$ cat config.mk
export PLATFORM = sky130hd
export DESIGN_NAME = quad_decoder
export DESIGN_NICKNAME = d
export VERILOG_FILES = /design/src/rtl/quad_pkg.sv /design/src/rtl/sync_ff.sv /design/src/rtl/quad_decoder.sv
export SDC_FILE = /design/constraint.sdc
export NUM_CORES = 1
export LEC_CHECK = 0
export ABC_AREA = 1
export CORE_MARGIN = 2
export CORE_UTILIZATION = 47
export CTS_CLUSTER_DIAMETER = 40
export DETAILED_ROUTE_END_ITERATION = 7
export PLACE_DENSITY = 0.79
export SLEW_MARGIN = 20
export SYNTH_ARGS = -nofsm -noshare
export SYNTH_HDL_FRONTEND = slang
export SYNTH_SLANG_ARGS = --single-unit
export TNS_END_PERCENT = 100
$ cat constraint.sdc
create_clock -name clk -period 2.5 [get_ports clk]
set_clock_uncertainty 0.05 [all_clocks]
set_input_delay 0.5 -clock clk [delete_from_list [all_inputs] [get_ports clk]]
set_output_delay 0.5 -clock clk [all_outputs]
set_load 0.01 [all_outputs]
$ cat src/rtl/quad_pkg.sv
// Shared types and helpers for the quadrature decoder: priming states and
// Gray-code neighbour functions for the 2-bit {A,B} phase pair.
package quad_pkg;

    localparam int unsigned SYNC_STAGES_DEFAULT = 2;

    typedef enum logic [0:0] {PRIME, TRACK} quad_state_t;

    // Forward sequence on {A,B}: 00 -> 01 -> 11 -> 10 -> 00
    function automatic logic [1:0] gray_next(input logic [1:0] p);
        logic [1:0] n;
        unique case (p)
            2'b00:   n = 2'b01;
            2'b01:   n = 2'b11;
            2'b11:   n = 2'b10;
            default: n = 2'b00;
        endcase
        return n;
    endfunction

    function automatic logic [1:0] gray_prev(input logic [1:0] p);
        logic [1:0] n;
        unique case (p)
            2'b00:   n = 2'b10;
            2'b10:   n = 2'b11;
            2'b11:   n = 2'b01;
            default: n = 2'b00;
        endcase
        return n;
    endfunction

endpackage

$ cat src/rtl/sync_ff.sv
// Multi-stage flip-flop synchronizer for one asynchronous bit; all stages
// clear to 0 on reset.
module sync_ff #(
    parameter int unsigned STAGES = 2
) (
    input  logic clk,
    input  logic rst,
    input  logic din,
    output logic dout
);

    logic [STAGES-1:0] chain_q;

    always_ff @(posedge clk or posedge rst) begin
        if (rst) begin
            chain_q <= '0;
        end else begin
            chain_q <= {chain_q[STAGES-2:0], din};
        end
    end

    assign dout = chain_q[STAGES-1];

endmodule

$ cat src/rtl/quad_decoder.sv
// Incremental quadrature decoder: synchronizes A/B/index, decodes Gray steps
// and maintains a modulo-2^N position with clear/load/index priority.
module quad_decoder
    import quad_pkg::*;
#(
    parameter int unsigned N           = 16,
    parameter int unsigned SYNC_STAGES = SYNC_STAGES_DEFAULT
) (
    input  logic         clk,
    input  logic         rst,
    input  logic         a_in,
    input  logic         b_in,
    input  logic         idx_in,
    input  logic         idx_en,
    input  logic         clr,
    input  logic         load,
    input  logic [N-1:0] d,
    input  logic         err_clr,
    output logic [N-1:0] pos,
    output logic         step,
    output logic         dir,
    output logic         err
);

    localparam int unsigned CntW = $clog2(SYNC_STAGES + 1);

    logic sa, sb, sidx;

    sync_ff #(.STAGES(SYNC_STAGES)) u_sync_a (
        .clk  (clk),
        .rst  (rst),
        .din  (a_in),
        .dout (sa)
    );

    sync_ff #(.STAGES(SYNC_STAGES)) u_sync_b (
        .clk  (clk),
        .rst  (rst),
        .din  (b_in),
        .dout (sb)
    );

    sync_ff #(.STAGES(SYNC_STAGES)) u_sync_idx (
        .clk  (clk),
        .rst  (rst),
        .din  (idx_in),
        .dout (sidx)
    );

    quad_state_t   state_q, state_d;
    logic [CntW-1:0] cnt_q, cnt_d;
    logic [1:0]    prev_q, cur;
    logic          sidx_q;
    logic [N-1:0]  pos_q, pos_d;
    logic          step_q, step_d;
    logic          dir_q, dir_d;
    logic          err_q, err_d;
    logic          tracking, up, down, illegal, idx_rise;

    always_comb begin
        cur      = {sa, sb};
        tracking = (state_q == TRACK);
        up       = tracking && (cur == gray_next(prev_q));
        down     = tracking && (cur == gray_prev(prev_q));
        illegal  = tracking && (cur != prev_q) && (cur != gray_next(prev_q))
                   && (cur != gray_prev(prev_q));
        // Index edge is ignored while priming so a held index cannot fire spuriously
        idx_rise = tracking && idx_en && sidx && !sidx_q;

        state_d = state_q;
        cnt_d   = cnt_q;
        // PRIME spans SYNC_STAGES+1 edges so prev captures a fully synchronized phase
        if (state_q == PRIME) begin
            if (cnt_q == '0) begin
                state_d = TRACK;
            end else begin
                cnt_d = cnt_q - 1'b1;
            end
        end

        step_d = up || down;
        dir_d  = up ? 1'b1 : (down ? 1'b0 : dir_q);

        if (clr) begin
            pos_d = '0;
        end else if (load) begin
            pos_d = d;
        end else if (idx_rise) begin
            pos_d = '0;
        end else if (up) begin
            pos_d = pos_q + N'(1);
        end else if (down) begin
            pos_d = pos_q - N'(1);
        end else begin
            pos_d = pos_q;
        end

        if (illegal) begin
            err_d = 1'b1;
        end else if (err_clr) begin
            err_d = 1'b0;
        end else begin
            err_d = err_q;
        end
    end

    always_ff @(posedge clk or posedge rst) begin
        if (rst) begin
            state_q <= PRIME;
            cnt_q   <= CntW'(SYNC_STAGES);
            prev_q  <= 2'b00;
            sidx_q  <= 1'b0;
            pos_q   <= '0;
            step_q  <= 1'b0;
            dir_q   <= 1'b0;
            err_q   <= 1'b0;
        end else begin
            state_q <= state_d;
            cnt_q   <= cnt_d;
            prev_q  <= cur;
            sidx_q  <= sidx;
            pos_q   <= pos_d;
            step_q  <= step_d;
            dir_q   <= dir_d;
            err_q   <= err_d;
        end
    end

    assign pos  = pos_q;
    assign step = step_q;
    assign dir  = dir_q;
    assign err  = err_q;

endmodule

==> results of run 1 <==
power breakdown:
part | internal, uW | leakage, uW | switching, uW
sequential | 550 | 0.000384 | 54.1
combinational | 375 | 0.00121 | 508
clock | 199 | 0.0000408 | 219
total | 1120 | 0.00163 | 781
metrics by stage:
stage,setup WS (ps),util
4_1_cts,15.5,0.612
3_3_place_gp,19.8,0.591
5_1_grt,-92.8,0.647
6_report,90.6,0.647
3_5_place_dp,-55.6,0.591
2_1_floorplan,212,-
state kept, by name, summed over array words and instances, names as in the netlist:
name,cells
cnt_q,2
dir,1
err,1
pos,16
prev_q,2
sidx_q,1
state_q,1
step,1
u_sync_a.chain_q,2
u_sync_b.chain_q,2
u_sync_idx.chain_q,2
cells in the mapped netlist (2+ instances only):
| master | n |
|---|---|
| nor3_1 | 2 |
| nand4_1 | 3 |
| ha_1 | 17 |
| nand2_1 | 161 |
| nand3_1 | 18 |
| and2_1 | 2 |
| inv_2 | 4 |
| nand3b_1 | 2 |
| a21oi_1 | 15 |
| nand2_2 | 3 |
| inv_1 | 49 |
| dfrtp_1 | 30 |
| nor2_1 | 11 |
| nand3_2 | 2 |
| xor2_1 | 2 |
| buf_6 | 3 |
| o21ai_0 | 10 |
per-layer routing:
metal,wire [um],vias to the layer above
met5,0,-
met4,86,0
met3,249,9
met2,3050,57
met1,2670,1072
li1,-,1174
final timing paths:
kind	from	endpoint	slack [ps]
setup / recovery	u_sync_b.chain_q[1]$_DFF_PP0_	pos[12]$_DFFE_PP0P_	90
hold / removal	u_sync_b.chain_q[0]$_DFF_PP0_	u_sync_b.chain_q[1]$_DFF_PP0_	310
setup reg to reg	u_sync_b.chain_q[1]$_DFF_PP0_	pos[12]$_DFFE_PP0P_	90
hold reg to reg	u_sync_b.chain_q[0]$_DFF_PP0_	u_sync_b.chain_q[1]$_DFF_PP0_	310
max in group asynchronous	rst	cnt_q[1]$_DFFE_PP1P_	1540
min in group asynchronous	rst	state_q$_DFF_PP0_	530
area by class of cell:
cell class,count,share of cell area
well taps,54,0.0223
repair buffers,49,0.157
inverters,53,0.0655
clock buffers,5,0.0227
flip-flops and latches,31,0.256
multi-input cells,257,0.469
clock inverters,3,0.00783
logic make-up after synthesis:
| logic type | share of synthesized area |
|---|---|
| AOI/OAI and AO/OA | 0.0658 |
| xor gates and xnor gates | 0.0115 |
| adders and majority gates | 0.102 |
| buffers and inverters | 0.106 |
| DFF | 0.340 |
| and+or+nand+nor | 0.374 |
what timing repair did:
| item | CTS | global route |
|---|---|---|
| buffers inserted | 0 | 2 |
| cloned | 0 | 1 |
| pin swaps | 0 | 1 |
| setup endpoints to repair | 4 | 12 |
| gates resized for setup | 1 | 26 |
==> results by group, run 1 <==
Yosys
  – Synth Net Count: 388
  – Synth Cell Area: 0.00228 mm^2
  – Number of synthesized flops with an enable pin: 0
  – Post-Synthesis Cells: 345
  – Avg Cell Area, Syn: 6.62 um^2
  – Async S/R FF share, synth: 1.00
  – Yosys reg bits: 31
  – Dominant cell type by area after synthesis: dfrtp_1
  – Sequential share of the synthesized area: 0.340
  – Yosys cell types: 28
  – Area share of the largest cell type after synthesis: 0.329
  – Synth top area cells: dfrtp_1, nand2_1, ha_1
  – Synth Flop Type: dfrtp_1
  – Syn. warnings: 0

Clocking
  – # clock sinks: 31
  – CTS Buffer Depth: 2
  – H-tree levels: 2
  – Clock slew at reported path FFs: 70 ps
  – Clk_lat worst skew: 290 ps
  – TritonCTS clock tree: built
  – # hold bufs at CTS: 0
  – Num CTS Buffers: 5
  – CTS root buffer: clkbuf_8

Place
  – Area after DPL: 0.00277 mm^2
  – Routability cong.: 0.871
  – Count of input and output buffers: 43
  – Dpl hpwl: 4230 um
  – Placed Cells: 441

STA
  – RSZ-0062 raised after global routing: yes
  – Min cycle time layout: 2410 ps
  – Setup TNS Final: 0 ps
  – Slew headroom: 0.732
  – Slew @ Worst Pin: 403 ps
  – Final hold slack: 307 ps
  – Slew Viols, Final: 0
  – Fin. Hold Viols: 0
  – Final setup fails: 0
  – Fin crit share: 0.964
  – Max Freq: 0.415 GHz

Setup path
  – Buf/Inv on CP: 3
  – Worst-path maximum fanout: 7
  – Worst path cell trace: inv_1, nand2_1, nand2_4, nand3_4, buf_4, ha_1, nand2_1, inv_1, a21oi_1, nand3_1, nand2_1, nand2_1, o21ai_1, nand2_1, nand2_1
  – FF-to-FF path depth: 15
  – Worst path depth: 15
  – CP Class: reg -> reg
  – Crit. End Element: flip-flop
  – CP startpoint kind: flip-flop
  – Slowest-stage cell, CP: dfrtp_1
  – Most frequent CP cell: nand2_1
  – Arrival @ worst endpoint: 2590 ps
  – Critical path required time: 2680 ps
  – Top cell family by delay on the critical path: simple AND/OR/NAND/NOR gates
  – Max stage delay on crit path: 410 ps

GRT
  – GR Util All Layers: 0.228
  – Top Usage Layer GRT: met2
  – Number of global-route vias before repair: 2112
  – Pin count of the biggest net entering global routing: 32
  – M3 GR Usage: 0.0494
  – GRT Residual Overflow: 0
  – Global-route wire length before repair: 9510 um
  – GRT met1 Usage: 0.288
  – Initial antenna violation count: 0
  – Met2 Use GR: 0.390

Pwr
  – Worst IR Drop VDD: 0.449 mV
  – Overall power: 1900 uW
  – P_leak: 0.00163 uW
  – PD cells: 627 mW/mm^2

Floorplanning
  – Row count: 25
  – Starting density of the core: 0.486
  – Io pins: 44
  – Die Y: 73.7 um
  – Die Footprint: 0.00543 mm^2
  – CORE AREA: 0.00469 mm^2
  – Die X: 73.7 um

Status
  – Status: finished clean

Routing
  – Routed len/inst: 13.4 um
  – DRC viols: 0
  – Initial DRC Count: 153
  – First-pass iteration count of the detailed router: 4
  – Post-DRT Antenna Nets: 0
  – Vias: 2312
  – Drt total wl: 6050 um
  – Via/cell ratio: 5.12

Cells and area
  – Multi-input gate area: 0.00142 mm^2
  – Commonest non-fill, non-tap cell in the layout: nand2_1
  – Nets: 440
  – Fillers: 406
  – Fraction of layout cells with a size suffix above 1: 0.126
  – Commonest non-fill, non-tap cells in the layout: nand2_1, inv_1, clkdlybuf4s50_1
  – Layout area overhead: 33.0%
  – Final std cells w/o fill: 452
  – Post-route cell area: 0.00304 mm^2
  – Antenna cells: 0
  – Register area: 777 um^2

Worst hold path
  – Hold Path Class: reg -> reg
  – Worst Hold Depth: 0

Job
  – Max-cap violations: 0
(Power assumes the default switching activity.)
==> run 2, diff against run 1 <==
PLACE_DENSITY = 0.83   (was 0.79)
==> run 2 against run 1 <==
Compared with the run above:
- routed wire length is 6.0% lower
- sequential power decreased by 0.7%
- maximum frequency grew 4.0%
- worst setup slack gained 92 ps
- first-iteration DRC count shrank 39%
- final cell count is 0.66% lower
- critical endpoint is now pos[13]$_DFFE_PP0P_
- hold slack better by 0.56 ps
- highest routed layer unchanged
- global-route usage decreased by 0.34 points
- via count is 4.4% lower
- total power decreased by 1.9%
- register-to-register slack improved by 90 ps
- sequential cell count did not move
- largest power group unchanged
==> results by group, run 2 (synthesis results as in run 1) <==
Cells and area
  – Finished Core Util: 0.632 (was 0.647)
  – Fraction of layout cells with a size suffix above 1: 0.101 (was 0.126)
  – Max reg flops: 16 (unchanged)
  – Antenna cells: 0 (unchanged)
  – Commonest non-fill, non-tap cell in the layout: nand2_1 (unchanged)
  – Post-route cell area: 0.00297 mm^2 (was 0.00304 mm^2)
  – Layout area overhead: 30.0% (was 33.0%)
  – Fillers: 420 (was 406)
  – Commonest non-fill, non-tap cells in the layout: nand2_1, inv_1, clkdlybuf4s50_1 (unchanged)
  – Nets: 437 (was 440)

Pwr
  – Net Sw Power: 759 uW (was 781 uW)
  – P_leak: 0.00162 uW (was 0.00163 uW)
  – Switching part of the total: 0.406 (was 0.410)
  – Seq pwr share: 0.321 (was 0.317)
  – Clock Power Share: 0.231 (was 0.220)
  – PD cells: 630 mW/mm^2 (was 627 mW/mm^2)
  – Worst IR Drop VDD: 0.349 mV (was 0.449 mV)
  – Internal power: 1110 uW (was 1120 uW)
  – Comb pwr share: 0.448 (was 0.463)

Floorplanning
  – Io pins: 44 (unchanged)
  – CORE AREA: 0.00469 mm^2 (unchanged)
  – Starting density of the core: 0.486 (unchanged)
  – Die Y: 73.7 um (unchanged)
  – Row count: 25 (unchanged)
  – Die Footprint: 0.00543 mm^2 (unchanged)
  – Die X: 73.7 um (unchanged)

Routing
  – Routed len/inst: 12.7 um (was 13.4 um)
  – DRC viols: 0 (unchanged)
  – Vias: 2210 (was 2312)
  – Via/cell ratio: 4.92 (was 5.12)
  – Post-DRT Antenna Nets: 0 (unchanged)
  – First-pass iteration count of the detailed router: 4 (unchanged)
  – Drt total wl: 5690 um (was 6050 um)
  – Initial DRC Count: 94 (was 153)

Setup path
  – Most frequent CP cell: nand2_1 (unchanged)
  – Worst path cell trace: inv_1, nand2_1, nand2_2, nand3_4, buf_6, ha_1, nand2_1, nor2_2, and2_1, nand2_1, nand2_1, nand2_1, nand3_1, nand2_1, nand2_1, nand2_1 (was inv_1, nand2_1, nand2_4, nand3_4, buf_4, ha_1, nand2_1, inv_1, a21oi_1, nand3_1, nand2_1, nand2_1, o21ai_1, nand2_1, nand2_1)
  – Critical path required time: 2650 ps (was 2680 ps)
  – Max stage delay on crit path: 410 ps (about the same)
  – Arrival @ worst endpoint: 2470 ps (was 2590 ps)
  – Crit. End Element: flip-flop (unchanged)
  – CP startpoint kind: flip-flop (unchanged)
  – Top cell family by delay on the critical path: simple AND/OR/NAND/NOR gates (unchanged)
  – Buf/Inv on CP: 2 (was 3)
  – CP Class: reg -> reg (unchanged)
  – Worst-path maximum fanout: 10 (was 7)
  – Slowest-stage cell, CP: dfrtp_1 (unchanged)

STA
  – Slew headroom: 0.722 (was 0.732)
  – RSZ-0062 raised after global routing: no (was yes)
  – Max Freq: 0.432 GHz (was 0.415 GHz)
  – Final Worst Setup Slack: 183 ps (was 90.6 ps)
  – Slew @ Worst Pin: 418 ps (was 403 ps)
  – Final setup fails: 0 (unchanged)
  – Fin crit share: 0.927 (was 0.964)
  – Setup TNS Final: 0 ps (unchanged)
  – Min cycle time layout: 2320 ps (was 2410 ps)
  – Fin. Hold Viols: 0 (unchanged)
  – Slew Viols, Final: 0 (unchanged)

Clocking
  – H-tree levels: 2 (unchanged)
  – Clock slew at reported path FFs: 90 ps (was 70 ps)
  – Setup bufs post-CTS: 0 (unchanged)
  – CTS Buffer Depth: 2 (unchanged)
  – CTS root buffer: clkbuf_8 (unchanged)
  – # hold bufs at CTS: 0 (unchanged)
  – CTS resizes: 0 (was 1)
  – TritonCTS clock tree: built (unchanged)
  – Num CTS Buffers: 5 (unchanged)
  – # clock sinks: 31 (unchanged)
  – Clk_lat worst skew: 300 ps (was 290 ps)

GRT
  – Pin count of the biggest net entering global routing: 32 (unchanged)
  – Initial antenna violation count: 0 (unchanged)
  – GRT Residual Overflow: 0 (unchanged)
  – GR Util All Layers: 0.225 (was 0.228)
  – Global-route wire length before repair: 9360 um (was 9510 um)
  – Number of global-route vias before repair: 2081 (was 2112)

Worst hold path
  – Hold Path Class: reg -> reg (unchanged)

Place
  – Dpl hpwl: 4090 um (was 4230 um)
  – Area after DPL: 0.00277 mm^2 (unchanged)
  – Routability cong.: 0.919 (was 0.871)
  – Placement Setup Slack: 53.7 ps (was -55.6 ps)
  – Count of input and output buffers: 43 (unchanged)

Job
  – Max-cap violations: 0 (unchanged)

Status
  – Status: finished clean (unchanged)
run 2: cell types whose count changed in the layout (fill, tap and decap cells not counted), moves of 2 or more:
cell	change
buf_4	-3
clkinv_4	+2
ha_1	+2
nand2_1	+2
nand2_4	-2
run 2: cell type report:
cell class	count	area [um^2]	area share
multi-input combinational	256	1370	0.460
sequential	31	777	0.262
timing repair buffer	47	464	0.156
inverter	53	199	0.0671
clock buffer	5	68.8	0.0232
tap	54	67.6	0.0228
clock inverter	3	25.0	0.00844
run 2: final timing paths:
check,slack [ps],cells past startpoint,end,from
setup / recovery,180,16,pos[13]$_DFFE_PP0P_,u_sync_b.chain_q[1]$_DFF_PP0_
hold / removal,310,0,u_sync_a.chain_q[1]$_DFF_PP0_,u_sync_a.chain_q[0]$_DFF_PP0_
setup reg to reg,180,16,pos[13]$_DFFE_PP0P_,u_sync_b.chain_q[1]$_DFF_PP0_
hold reg to reg,310,0,u_sync_a.chain_q[1]$_DFF_PP0_,u_sync_a.chain_q[0]$_DFF_PP0_
max in group asynchronous,1510,3,cnt_q[1]$_DFFE_PP1P_,rst
min in group asynchronous,550,3,err$_DFFE_PP0P_,rst
run 2: per-stage QoR:
| stage | total power (uW) | instances | hold slack [ps] |
|---|---|---|---|
| 4_1_cts | 1820 | 449 | 314 |
| 3_3_place_gp | 1370 | 441 | 284 |
| 5_1_grt | 2030 | 449 | 322 |
| 3_5_place_dp | 1380 | 441 | 296 |
| 2_1_floorplan | 1130 | 345 | 281 |
| 6_report | 1870 | 449 | 308 |
run 2: power groups by stage:
stage	Sequential [uW]	Clock (uW)	Combinational (uW)
2_1_floorplan	616	0	518
3_3_place_gp	603	0	763
3_5_place_dp	604	0	775
4_1_cts	594	441	782
5_1_grt	607	467	956
6_report	600	431	837
run 2: layer usage:
metal | share of wire | track usage
met2 | 0.51 | 0.386
met3 | 0.048 | 0.0480
met1 | 0.44 | 0.285
met4 | 0.0086 | 0.0606
met5 | 0 | 0
